--- src/rtl/decode_stage_if.sv ---
// Bundle of fetch, register-file, write-back and execute signals around the decode stage.
// master drives instruction/rf/wb inputs and consumes the execute bundle; slave is the stage.
interface decode_stage_if #(
    parameter int unsigned XLEN = 32
);
    logic            if_valid;
    logic            if_ready;
    logic [31:0]     if_instr;
    logic [XLEN-1:0] if_pc;

    logic [4:0]      rf_read1_id;
    logic [4:0]      rf_read2_id;
    logic [XLEN-1:0] rf_read1_data;
    logic [XLEN-1:0] rf_read2_data;

    logic            wb_en;
    logic [4:0]      wb_id;
    logic [XLEN-1:0] wb_data;

    logic            flush;

    logic            ex_valid;
    logic            ex_ready;
    logic [XLEN-1:0] ex_pc;
    logic [XLEN-1:0] ex_rs1_data;
    logic [XLEN-1:0] ex_rs2_data;
    logic [XLEN-1:0] ex_imm;
    logic [4:0]      ex_rd;
    logic            ex_rd_we;
    logic [6:0]      ex_opcode;
    logic [2:0]      ex_funct3;
    logic            ex_funct7b5;
    logic            ex_illegal;

    modport master (
        output if_valid, if_instr, if_pc, rf_read1_data, rf_read2_data,
               wb_en, wb_id, wb_data, flush, ex_ready,
        input  if_ready, rf_read1_id, rf_read2_id, ex_valid, ex_pc, ex_rs1_data,
               ex_rs2_data, ex_imm, ex_rd, ex_rd_we, ex_opcode, ex_funct3,
               ex_funct7b5, ex_illegal
    );

    modport slave (
        input  if_valid, if_instr, if_pc, rf_read1_data, rf_read2_data,
               wb_en, wb_id, wb_data, flush, ex_ready,
        output if_ready, rf_read1_id, rf_read2_id, ex_valid, ex_pc, ex_rs1_data,
               ex_rs2_data, ex_imm, ex_rd, ex_rd_we, ex_opcode, ex_funct3,
               ex_funct7b5, ex_illegal
    );
endinterface

--- src/rtl/decode_stage.sv ---
// RV32I decode/operand-fetch stage: decode, write-back bypass, pending-write scoreboard
// for RAW/WAW stalls, and a registered bundle to execute over valid/ready.
module decode_stage #(
    parameter int unsigned XLEN  = 32,
    parameter int unsigned NREGS = 32
) (
    input logic           clk,
    input logic           rst_n,
    decode_stage_if.slave bus
);
    localparam logic [6:0] OpLui    = 7'b0110111;
    localparam logic [6:0] OpAuipc  = 7'b0010111;
    localparam logic [6:0] OpJal    = 7'b1101111;
    localparam logic [6:0] OpJalr   = 7'b1100111;
    localparam logic [6:0] OpBranch = 7'b1100011;
    localparam logic [6:0] OpLoad   = 7'b0000011;
    localparam logic [6:0] OpStore  = 7'b0100011;
    localparam logic [6:0] OpImm    = 7'b0010011;
    localparam logic [6:0] OpReg    = 7'b0110011;

    logic [31:0] instr;
    logic [6:0]  opcode;
    logic [4:0]  rd;
    logic [4:0]  rs1;
    logic [4:0]  rs2;

    assign instr  = bus.if_instr;
    assign opcode = instr[6:0];
    assign rd     = instr[11:7];
    assign rs1    = instr[19:15];
    assign rs2    = instr[24:20];

    assign bus.rf_read1_id = rs1;
    assign bus.rf_read2_id = rs2;

    logic [31:0] imm_i;
    logic [31:0] imm_s;
    logic [31:0] imm_b;
    logic [31:0] imm_u;
    logic [31:0] imm_j;

    assign imm_i = {{20{instr[31]}}, instr[31:20]};
    assign imm_s = {{20{instr[31]}}, instr[31:25], instr[11:7]};
    assign imm_b = {{19{instr[31]}}, instr[31], instr[7], instr[30:25], instr[11:8], 1'b0};
    assign imm_u = {instr[31:12], 12'h000};
    assign imm_j = {{11{instr[31]}}, instr[31], instr[19:12], instr[20], instr[30:21], 1'b0};

    logic            use_rs1;
    logic            use_rs2;
    logic            writes;
    logic            illegal;
    logic [31:0]     imm32;
    logic [XLEN-1:0] imm;
    logic            rd_we;

    always_comb begin
        use_rs1 = 1'b0;
        use_rs2 = 1'b0;
        writes  = 1'b0;
        illegal = 1'b0;
        imm32   = 32'h0;
        case (opcode)
            OpLui, OpAuipc: begin
                writes = 1'b1;
                imm32  = imm_u;
            end
            OpJal: begin
                writes = 1'b1;
                imm32  = imm_j;
            end
            OpJalr, OpLoad, OpImm: begin
                writes  = 1'b1;
                use_rs1 = 1'b1;
                imm32   = imm_i;
            end
            OpBranch: begin
                use_rs1 = 1'b1;
                use_rs2 = 1'b1;
                imm32   = imm_b;
            end
            OpStore: begin
                use_rs1 = 1'b1;
                use_rs2 = 1'b1;
                imm32   = imm_s;
            end
            OpReg: begin
                writes  = 1'b1;
                use_rs1 = 1'b1;
                use_rs2 = 1'b1;
            end
            default: illegal = 1'b1;
        endcase
    end

    assign rd_we = writes && (rd != 5'd0);
    assign imm   = XLEN'($signed(imm32));

    // Operand select: x0 is hard zero, a same-cycle write-back beats the stale rf read.
    function automatic logic [XLEN-1:0] fetch_operand(
        input logic [4:0]      id,
        input logic [XLEN-1:0] rf_data,
        input logic            wb_en,
        input logic [4:0]      wb_id,
        input logic [XLEN-1:0] wb_data
    );
        if (id == 5'd0) begin
            return '0;
        end else if (wb_en && (wb_id == id)) begin
            return wb_data;
        end
        return rf_data;
    endfunction

    logic [XLEN-1:0] rs1_data;
    logic [XLEN-1:0] rs2_data;

    assign rs1_data = fetch_operand(rs1, bus.rf_read1_data, bus.wb_en, bus.wb_id, bus.wb_data);
    assign rs2_data = fetch_operand(rs2, bus.rf_read2_data, bus.wb_en, bus.wb_id, bus.wb_data);

    logic [NREGS-1:0] pending_q;
    logic [NREGS-1:0] pending_d;
    logic [NREGS-1:0] wb_onehot;
    logic [NREGS-1:0] busy;

    logic            ex_valid_q;
    logic [XLEN-1:0] ex_pc_q;
    logic [XLEN-1:0] ex_rs1_data_q;
    logic [XLEN-1:0] ex_rs2_data_q;
    logic [XLEN-1:0] ex_imm_q;
    logic [4:0]      ex_rd_q;
    logic            ex_rd_we_q;
    logic [6:0]      ex_opcode_q;
    logic [2:0]      ex_funct3_q;
    logic            ex_funct7b5_q;
    logic            ex_illegal_q;

    // A register being written back this cycle no longer blocks a reader.
    assign wb_onehot = bus.wb_en ? (NREGS'(1) << bus.wb_id) : '0;
    assign busy      = pending_q & ~wb_onehot;

    logic hazard;
    logic if_ready;
    logic issue;
    logic kill_held;

    assign hazard = (use_rs1 && busy[rs1]) || (use_rs2 && busy[rs2]) || (rd_we && busy[rd]);
    assign if_ready = (!ex_valid_q || bus.ex_ready) && !hazard && !bus.flush;
    assign issue    = bus.if_valid && if_ready;
    // A held, undelivered writer that gets flushed will never write back.
    assign kill_held = bus.flush && ex_valid_q && !bus.ex_ready && ex_rd_we_q;

    assign bus.if_ready = if_ready;

    always_comb begin
        pending_d = pending_q;
        if (bus.wb_en) begin
            pending_d[bus.wb_id] = 1'b0;
        end
        if (kill_held) begin
            pending_d[ex_rd_q] = 1'b0;
        end
        if (issue && rd_we) begin
            pending_d[rd] = 1'b1;
        end
        pending_d[0] = 1'b0;
    end

    always_ff @(posedge clk or negedge rst_n) begin
        if (!rst_n) begin
            pending_q <= '0;
        end else begin
            pending_q <= pending_d;
        end
    end

    always_ff @(posedge clk or negedge rst_n) begin
        if (!rst_n) begin
            ex_valid_q    <= 1'b0;
            ex_pc_q       <= '0;
            ex_rs1_data_q <= '0;
            ex_rs2_data_q <= '0;
            ex_imm_q      <= '0;
            ex_rd_q       <= 5'd0;
            ex_rd_we_q    <= 1'b0;
            ex_opcode_q   <= 7'd0;
            ex_funct3_q   <= 3'd0;
            ex_funct7b5_q <= 1'b0;
            ex_illegal_q  <= 1'b0;
        end else if (issue) begin
            ex_valid_q    <= 1'b1;
            ex_pc_q       <= bus.if_pc;
            ex_rs1_data_q <= rs1_data;
            ex_rs2_data_q <= rs2_data;
            ex_imm_q      <= imm;
            ex_rd_q       <= rd;
            ex_rd_we_q    <= rd_we;
            ex_opcode_q   <= opcode;
            ex_funct3_q   <= instr[14:12];
            ex_funct7b5_q <= instr[30];
            ex_illegal_q  <= illegal;
        end else if (bus.ex_ready || bus.flush) begin
            ex_valid_q <= 1'b0;
        end
    end

    assign bus.ex_valid    = ex_valid_q;
    assign bus.ex_pc       = ex_pc_q;
    assign bus.ex_rs1_data = ex_rs1_data_q;
    assign bus.ex_rs2_data = ex_rs2_data_q;
    assign bus.ex_imm      = ex_imm_q;
    assign bus.ex_rd       = ex_rd_q;
    assign bus.ex_rd_we    = ex_rd_we_q;
    assign bus.ex_opcode   = ex_opcode_q;
    assign bus.ex_funct3   = ex_funct3_q;
    assign bus.ex_funct7b5 = ex_funct7b5_q;
    assign bus.ex_illegal  = ex_illegal_q;
endmodule

--- src/flat_wrapper.sv ---
// flat-port wrapper written by rule: the top's interface ports become plain ports
module decode_stage_flat 
#(
    parameter int unsigned XLEN  = 32,
    parameter int unsigned NREGS = 32
)
  (clk, rst_n, bus_if_valid, bus_if_instr, bus_if_pc, bus_rf_read1_data, bus_rf_read2_data, bus_wb_en, bus_wb_id, bus_wb_data, bus_flush, bus_ex_ready, bus_if_ready, bus_rf_read1_id, bus_rf_read2_id, bus_ex_valid, bus_ex_pc, bus_ex_rs1_data, bus_ex_rs2_data, bus_ex_imm, bus_ex_rd, bus_ex_rd_we, bus_ex_opcode, bus_ex_funct3, bus_ex_funct7b5, bus_ex_illegal);
  decode_stage_if #(.XLEN(XLEN)) bus_i ();
  input logic clk;
  input logic rst_n;
  input wire logic [$bits(bus_i.if_valid)-1:0] bus_if_valid;
  input wire logic [$bits(bus_i.if_instr)-1:0] bus_if_instr;
  input wire logic [$bits(bus_i.if_pc)-1:0] bus_if_pc;
  input wire logic [$bits(bus_i.rf_read1_data)-1:0] bus_rf_read1_data;
  input wire logic [$bits(bus_i.rf_read2_data)-1:0] bus_rf_read2_data;
  input wire logic [$bits(bus_i.wb_en)-1:0] bus_wb_en;
  input wire logic [$bits(bus_i.wb_id)-1:0] bus_wb_id;
  input wire logic [$bits(bus_i.wb_data)-1:0] bus_wb_data;
  input wire logic [$bits(bus_i.flush)-1:0] bus_flush;
  input wire logic [$bits(bus_i.ex_ready)-1:0] bus_ex_ready;
  output wire logic [$bits(bus_i.if_ready)-1:0] bus_if_ready;
  output wire logic [$bits(bus_i.rf_read1_id)-1:0] bus_rf_read1_id;
  output wire logic [$bits(bus_i.rf_read2_id)-1:0] bus_rf_read2_id;
  output wire logic [$bits(bus_i.ex_valid)-1:0] bus_ex_valid;
  output wire logic [$bits(bus_i.ex_pc)-1:0] bus_ex_pc;
  output wire logic [$bits(bus_i.ex_rs1_data)-1:0] bus_ex_rs1_data;
  output wire logic [$bits(bus_i.ex_rs2_data)-1:0] bus_ex_rs2_data;
  output wire logic [$bits(bus_i.ex_imm)-1:0] bus_ex_imm;
  output wire logic [$bits(bus_i.ex_rd)-1:0] bus_ex_rd;
  output wire logic [$bits(bus_i.ex_rd_we)-1:0] bus_ex_rd_we;
  output wire logic [$bits(bus_i.ex_opcode)-1:0] bus_ex_opcode;
  output wire logic [$bits(bus_i.ex_funct3)-1:0] bus_ex_funct3;
  output wire logic [$bits(bus_i.ex_funct7b5)-1:0] bus_ex_funct7b5;
  output wire logic [$bits(bus_i.ex_illegal)-1:0] bus_ex_illegal;
  assign bus_i.if_valid = bus_if_valid;
  assign bus_i.if_instr = bus_if_instr;
  assign bus_i.if_pc = bus_if_pc;
  assign bus_i.rf_read1_data = bus_rf_read1_data;
  assign bus_i.rf_read2_data = bus_rf_read2_data;
  assign bus_i.wb_en = bus_wb_en;
  assign bus_i.wb_id = bus_wb_id;
  assign bus_i.wb_data = bus_wb_data;
  assign bus_i.flush = bus_flush;
  assign bus_i.ex_ready = bus_ex_ready;
  assign bus_if_ready = bus_i.if_ready;
  assign bus_rf_read1_id = bus_i.rf_read1_id;
  assign bus_rf_read2_id = bus_i.rf_read2_id;
  assign bus_ex_valid = bus_i.ex_valid;
  assign bus_ex_pc = bus_i.ex_pc;
  assign bus_ex_rs1_data = bus_i.ex_rs1_data;
  assign bus_ex_rs2_data = bus_i.ex_rs2_data;
  assign bus_ex_imm = bus_i.ex_imm;
  assign bus_ex_rd = bus_i.ex_rd;
  assign bus_ex_rd_we = bus_i.ex_rd_we;
  assign bus_ex_opcode = bus_i.ex_opcode;
  assign bus_ex_funct3 = bus_i.ex_funct3;
  assign bus_ex_funct7b5 = bus_i.ex_funct7b5;
  assign bus_ex_illegal = bus_i.ex_illegal;
  decode_stage #(.XLEN(XLEN), .NREGS(NREGS)) u_core (.clk(clk), .rst_n(rst_n), .bus(bus_i));
endmodule
--- config.mk ---
export PLATFORM = sky130hd
export DESIGN_NAME = decode_stage_flat
export DESIGN_NICKNAME = d
export VERILOG_FILES = /design/src/rtl/decode_stage_if.sv /design/src/rtl/decode_stage.sv /design/src/flat_wrapper.sv
export SDC_FILE = /design/constraint.sdc
export NUM_CORES = 1
export LEC_CHECK = 0
export ABC_AREA = 1
export CORE_ASPECT_RATIO = 0.9
export CORE_MARGIN = 3
export CORE_UTILIZATION = 43
export CTS_BUF_LIST = sky130_fd_sc_hd__clkbuf_4 sky130_fd_sc_hd__clkbuf_8
export DETAILED_ROUTE_END_ITERATION = 7
export HOLD_SLACK_MARGIN = 0.12
export PLACE_DENSITY = 0.81
export SETUP_SLACK_MARGIN = 0.1
export SYNTH_ARGS = -nofsm -noshare
export SYNTH_HDL_FRONTEND = slang
export SYNTH_SLANG_ARGS = --single-unit
--- constraint.sdc ---
create_clock -name clk -period 1.8 [get_ports clk]
set_clock_uncertainty 0.05 [all_clocks]
set_input_delay 0.27 -clock clk [delete_from_list [all_inputs] [get_ports clk]]
set_output_delay 0.27 -clock clk [all_outputs]
set_load 0.02 [all_outputs]
==> impl_summary.md <==
STA
In the post-route analysis, the smallest setup slack over all paths is -0.494 ns. For the finished layout, the period the worst path requires is between 2 and 2.5 ns. The actual transition at the worst max-transition pin is between 0.5 and 0.6 ns. The final worst hold slack is around 0.14 ns.

The number of slew-limit violations in the final report is 0. Setup violations remaining at the end of the flow were counted as between 150 and 200. Setup repair after global routing could not meet its margin everywhere. The relative max-transition margin is 0.622.

The number of endpoints with negative hold slack in the final report is 0. The final worst-path cycle share is 1.27. In the final timing run, aggregate negative setup slack is -80.78 ns.

The maximum achievable frequency is between 0.4 and 0.5 GHz.

Worst setup path
The critical path in this run is classified as in -> out. In this run the critical register-to-register path is captured at u_core.bus.ex_imm[26]. The startpoint class of the critical path is a primary input.

At the worst endpoint, the arrival time is about 2 ns. The kind of end point of the critical path is an output port. The largest fanout of any net on the critical path is 4. The number of cells on the worst reg-to-reg path is 16.

The reg-to-reg critical path startpoint is u_core.pending_q[11]. Data on the critical path is required at its endpoint by 1.48 ns. The worst setup slack for register-to-register paths is -0.47 ns.

Drt
The detail route stage leaves a number of antenna-violating nets equal to 0. The final routed DRC violation total is 0. The first routing iteration left 1665 violations.

In the routed layout, each cell is associated on average with a via count of 5.46. The via count is approximately 12000. The number of search-and-repair iterations in the first detailed-routing pass is 6. The routed length per placed instance is around 19 um. Summed over all layers, the routed wires come to ~43000 um.

Die
The row count is between 50 and 60. From left edge to right edge, the die measures between 150 and 200 um. The die height is 151 um.

The I/O pin total is 329. After floorplanning, the core was sized to cover 22700 um2. The area of the die is between 20000 and 30000 um2.

The initial utilization of the core area, before any placement, comes to 0.441.

Power and ir drop
Of the total power, the clock network draws 0.236. The analysis attributes to net switching a power of 4.26 mW. The internal power of the cells totals between 7 and 8 mW.

The fraction of power spent switching nets is 0.362. The analysis attributes to cell leakage a power of between 8 and 9 nW. The worst-case vdd ir drop is 0.561 mV.

The share of total power dissipated in sequential elements is 0.411. The combinational cell fraction of total power is 0.353. The design draws roughly 12 mW.

The power density normalized to cell area is between 700 and 800 nW/um2.

Synthesis
The share of the synthesized area in the top cell type is 0.445. The share of the Yosys chip area taken by registers is 0.445. The net count after synthesis is 1650.

Each instance of the synthesized netlist takes up on average about 6.8 um2. Yosys printed 0 warnings. The dominant cell type by area after synthesis is sky130_fd_sc_hd__dfrtp_1. In the post-synthesis netlist, the biggest area contributors are sky130_fd_sc_hd__dfrtp_1 (44%), sky130_fd_sc_hd__nand2_1 (25%), sky130_fd_sc_hd__nand3_1 (13%). The netlist area before placement is roughly 10000 um2.

The distinct cell type count of the synthesized netlist is 32. The post-synthesis register bit count is between 150 and 200. Synthesis produced a netlist whose cell count is 1479.

CTS
The clock tree from TritonCTS is done. Counting the buffers created by CTS gives 17. The clock latency on the worst-skew pair is between 0.4 and 0.5 ns. The worst-case clock buffer depth is 2. The tree built by TritonCTS fans out to 178 sinks. The clock tree synthesis step divided the H-tree into 4 levels. The root buffer cell is sky130_fd_sc_hd__clkbuf_8. The clock transition at the register clock pins on the worst setup and hold paths after CTS is approximately 0.1 ns.

Final layout
For this run, the post-layout net count is roughly 2100. The number of inserted diodes is 0. Relative to the synthesized area, the layout overhead comes to 61.4%. The share of post-route cells with drive strength above 1 is 0.172. The filler cell count is approximately 1800.

Measured on the finished design, the core utilization comes to 0.712. The finished cells cover between 15000 and 20000 um2. Once layout is complete, the cells apart from fillers number between 2000 and 2500.

Status
The checks that failed: negative setup slack. The flow ran to the end, but the final reports show violations.

Placed design
At the end of routability-driven placement, the weighted congestion stood at 1.02. Once placement finished, the instance area stood at 14900 um2. The count of input and output buffers is 328.

The detailed placement HPWL is around 30000 um. In this run, placement finished with an instance count of between 2000 and 2500. OpenSTA, run right after detailed placement, puts the worst setup slack at -1.40 ns.

Flow run
The max-cap check violation count is 0.

Global route
Entering global routing, the biggest net connects 65 pins. The number of global-route vias before repair is about 11000. The global-route wire length before repair is 62400 um. For this run, the total global-route usage over all layers was measured as 0.314. For this run the aggregate overflow at the end of global routing stands at 0. The number of antenna violations at the first check in global routing is 0.

Worst hold path
The path class of the tightest hold or removal check is in -> async.
==> sequential cells by signal, indices dropped and copies added (netlist names) <==
| register | cells |
|---|---|
| u_core.bus.ex_funct3 | 3 |
| u_core.bus.ex_funct7b5 | 1 |
| u_core.bus.ex_illegal | 1 |
| u_core.bus.ex_imm | 32 |
| u_core.bus.ex_opcode | 7 |
| u_core.bus.ex_pc | 32 |
| u_core.bus.ex_rd | 5 |
| u_core.bus.ex_rd_we | 1 |
| u_core.bus.ex_rs1_data | 32 |
| u_core.bus.ex_rs2_data | 32 |
| u_core.bus.ex_valid | 1 |
| u_core.pending_q | 31 |
==> power by group through the flow <==
| stage | Sequential, mW | Clock (mW) | Combinational (mW) |
|---|---|---|---|
| finish | 4.83 | 2.78 | 4.15 |
| global route | 4.89 | 2.97 | 4.42 |
| detailed placement | 4.90 | 0 | 3.92 |
| global placement | 4.88 | 0 | 3.87 |
| floorplan | 5.48 | 0 | 1.11 |
| CTS | 4.82 | 2.81 | 3.96 |
==> area by class of cell <==
type / instances / area [um2] / area share
Tap cell: 297 / 372 / 0.0230
Clock buffer: 18 / 248 / 0.0153
Clock inverter: 14 / 140 / 0.00867
Sequential cell: 178 / 4450 / 0.276
Multi-Input combinational cell: 1141 / 5210 / 0.322
Inverter: 70 / 300 / 0.0186
Timing Repair Buffer: 537 / 5450 / 0.337
==> timing repair <==
action,4_1_cts,5_1_grt
cloned,0,15
gates resized for setup,120,59
setup buffers,21,4
pin swaps,32,22
hold buffers,3,0
endpoints found under the hold margin,179,0
endpoints found under the setup margin,336,317
==> cell usage in the layout (no fill, tap or decap), drive strengths merged <==
master,netlist,final
nand2,676,676
clkdlybuf4s50,0,267
nand3,264,264
buf,50,205
dfrtp,178,178
nor2,91,91
inv,66,71
o21ai,47,47
dlygate4sd2,0,32
clkbuf,40,28
dlymetal6s2s,0,20
o21bai,19,19
a21oi,11,11
clkinv,4,11
nor3,9,9
o22ai,8,8
nand4,4,4
dlygate4sd3,0,3
clkinvlp,0,2
o221ai,2,2
a221oi,2,2
o21a,1,1
or2,1,1
and3,1,1
a21boi,1,1
a2bb2oi,1,1
a41oi,1,1
xnor2,1,1
o2111ai,1,1
==> cell usage after synthesis, drive strengths merged <==
cell type	count
a21boi	1
a41oi	1
clkbuf	40
o21ai	47
clkinv	4
nor3	9
dfrtp	178
a21oi	11
o2111ai	1
nor2	91
nand3	264
o21a	1
o22ai	8
xnor2	1
nand4	4
a2bb2oi	1
a221oi	2
and3	1
o221ai	2
o21bai	19
inv	66
buf	50
or2	1
nand2	676
==> kinds of logic (layout without fill, tap and decap cells) <==
logic type / after synthesis / count (layout) / share of synthesized area
and+or+nand+nor: 1046 / 1046 / 0.430
AOI/OAI and AO/OA: 94 / 94 / 0.0562
DFF: 178 / 178 / 0.445
xor gates and xnor gates: 1 / 1 / 0.000875
buffers and inverters: 160 / 639 / 0.0686
==> layer usage <==
| layer | track usage | up-vias | share of wire | wire, um |
|---|---|---|---|---|
| met5 | 0 | - | 0 | 0 |
| met1 | 0.434 | 5723 | 0.40 | 17500 |
| li1 | - | 5664 | - | - |
| met2 | 0.510 | 791 | 0.47 | 20200 |
| met4 | 0.108 | 0 | 0.041 | 1800 |
| met3 | 0.0511 | 144 | 0.090 | 3900 |
==> critical path: stages <==
cell and delay (ns):
sky130_fd_sc_hd__clkdlybuf4s50_1 0.59, sky130_fd_sc_hd__nor2_1 0.08, sky130_fd_sc_hd__buf_4 0.16, sky130_fd_sc_hd__nand3_1 0.08, sky130_fd_sc_hd__nand2_1 0.05, sky130_fd_sc_hd__nor2_1 0.22, sky130_fd_sc_hd__a21oi_2 0.09, sky130_fd_sc_hd__nand2_1 0.06
sky130_fd_sc_hd__nand3_1 0.08, sky130_fd_sc_hd__nand3_2 0.11, sky130_fd_sc_hd__inv_2 0.06, sky130_fd_sc_hd__buf_12 0.13
==> how the worst max path moves through the flow <==
stage	start	to	slack, ns
after floorplan	bus_wb_id[3]	u_core.bus.ex_imm[0]	-0.24
after global placement	bus_wb_id[4]	u_core.bus.ex_rs2_data[10]	-1.41
after detailed placement	bus_wb_id[4]	u_core.bus.ex_pc[0]	-1.40
after CTS	u_core.pending_q[12]	bus_if_ready	-0.50
after global routing	bus_wb_id[4]	u_core.bus.ex_rs1_data[1]	-0.62
final	bus_if_instr[22]	bus_if_ready	-0.49
Note: power is estimated with default switching activity, not from simulation.
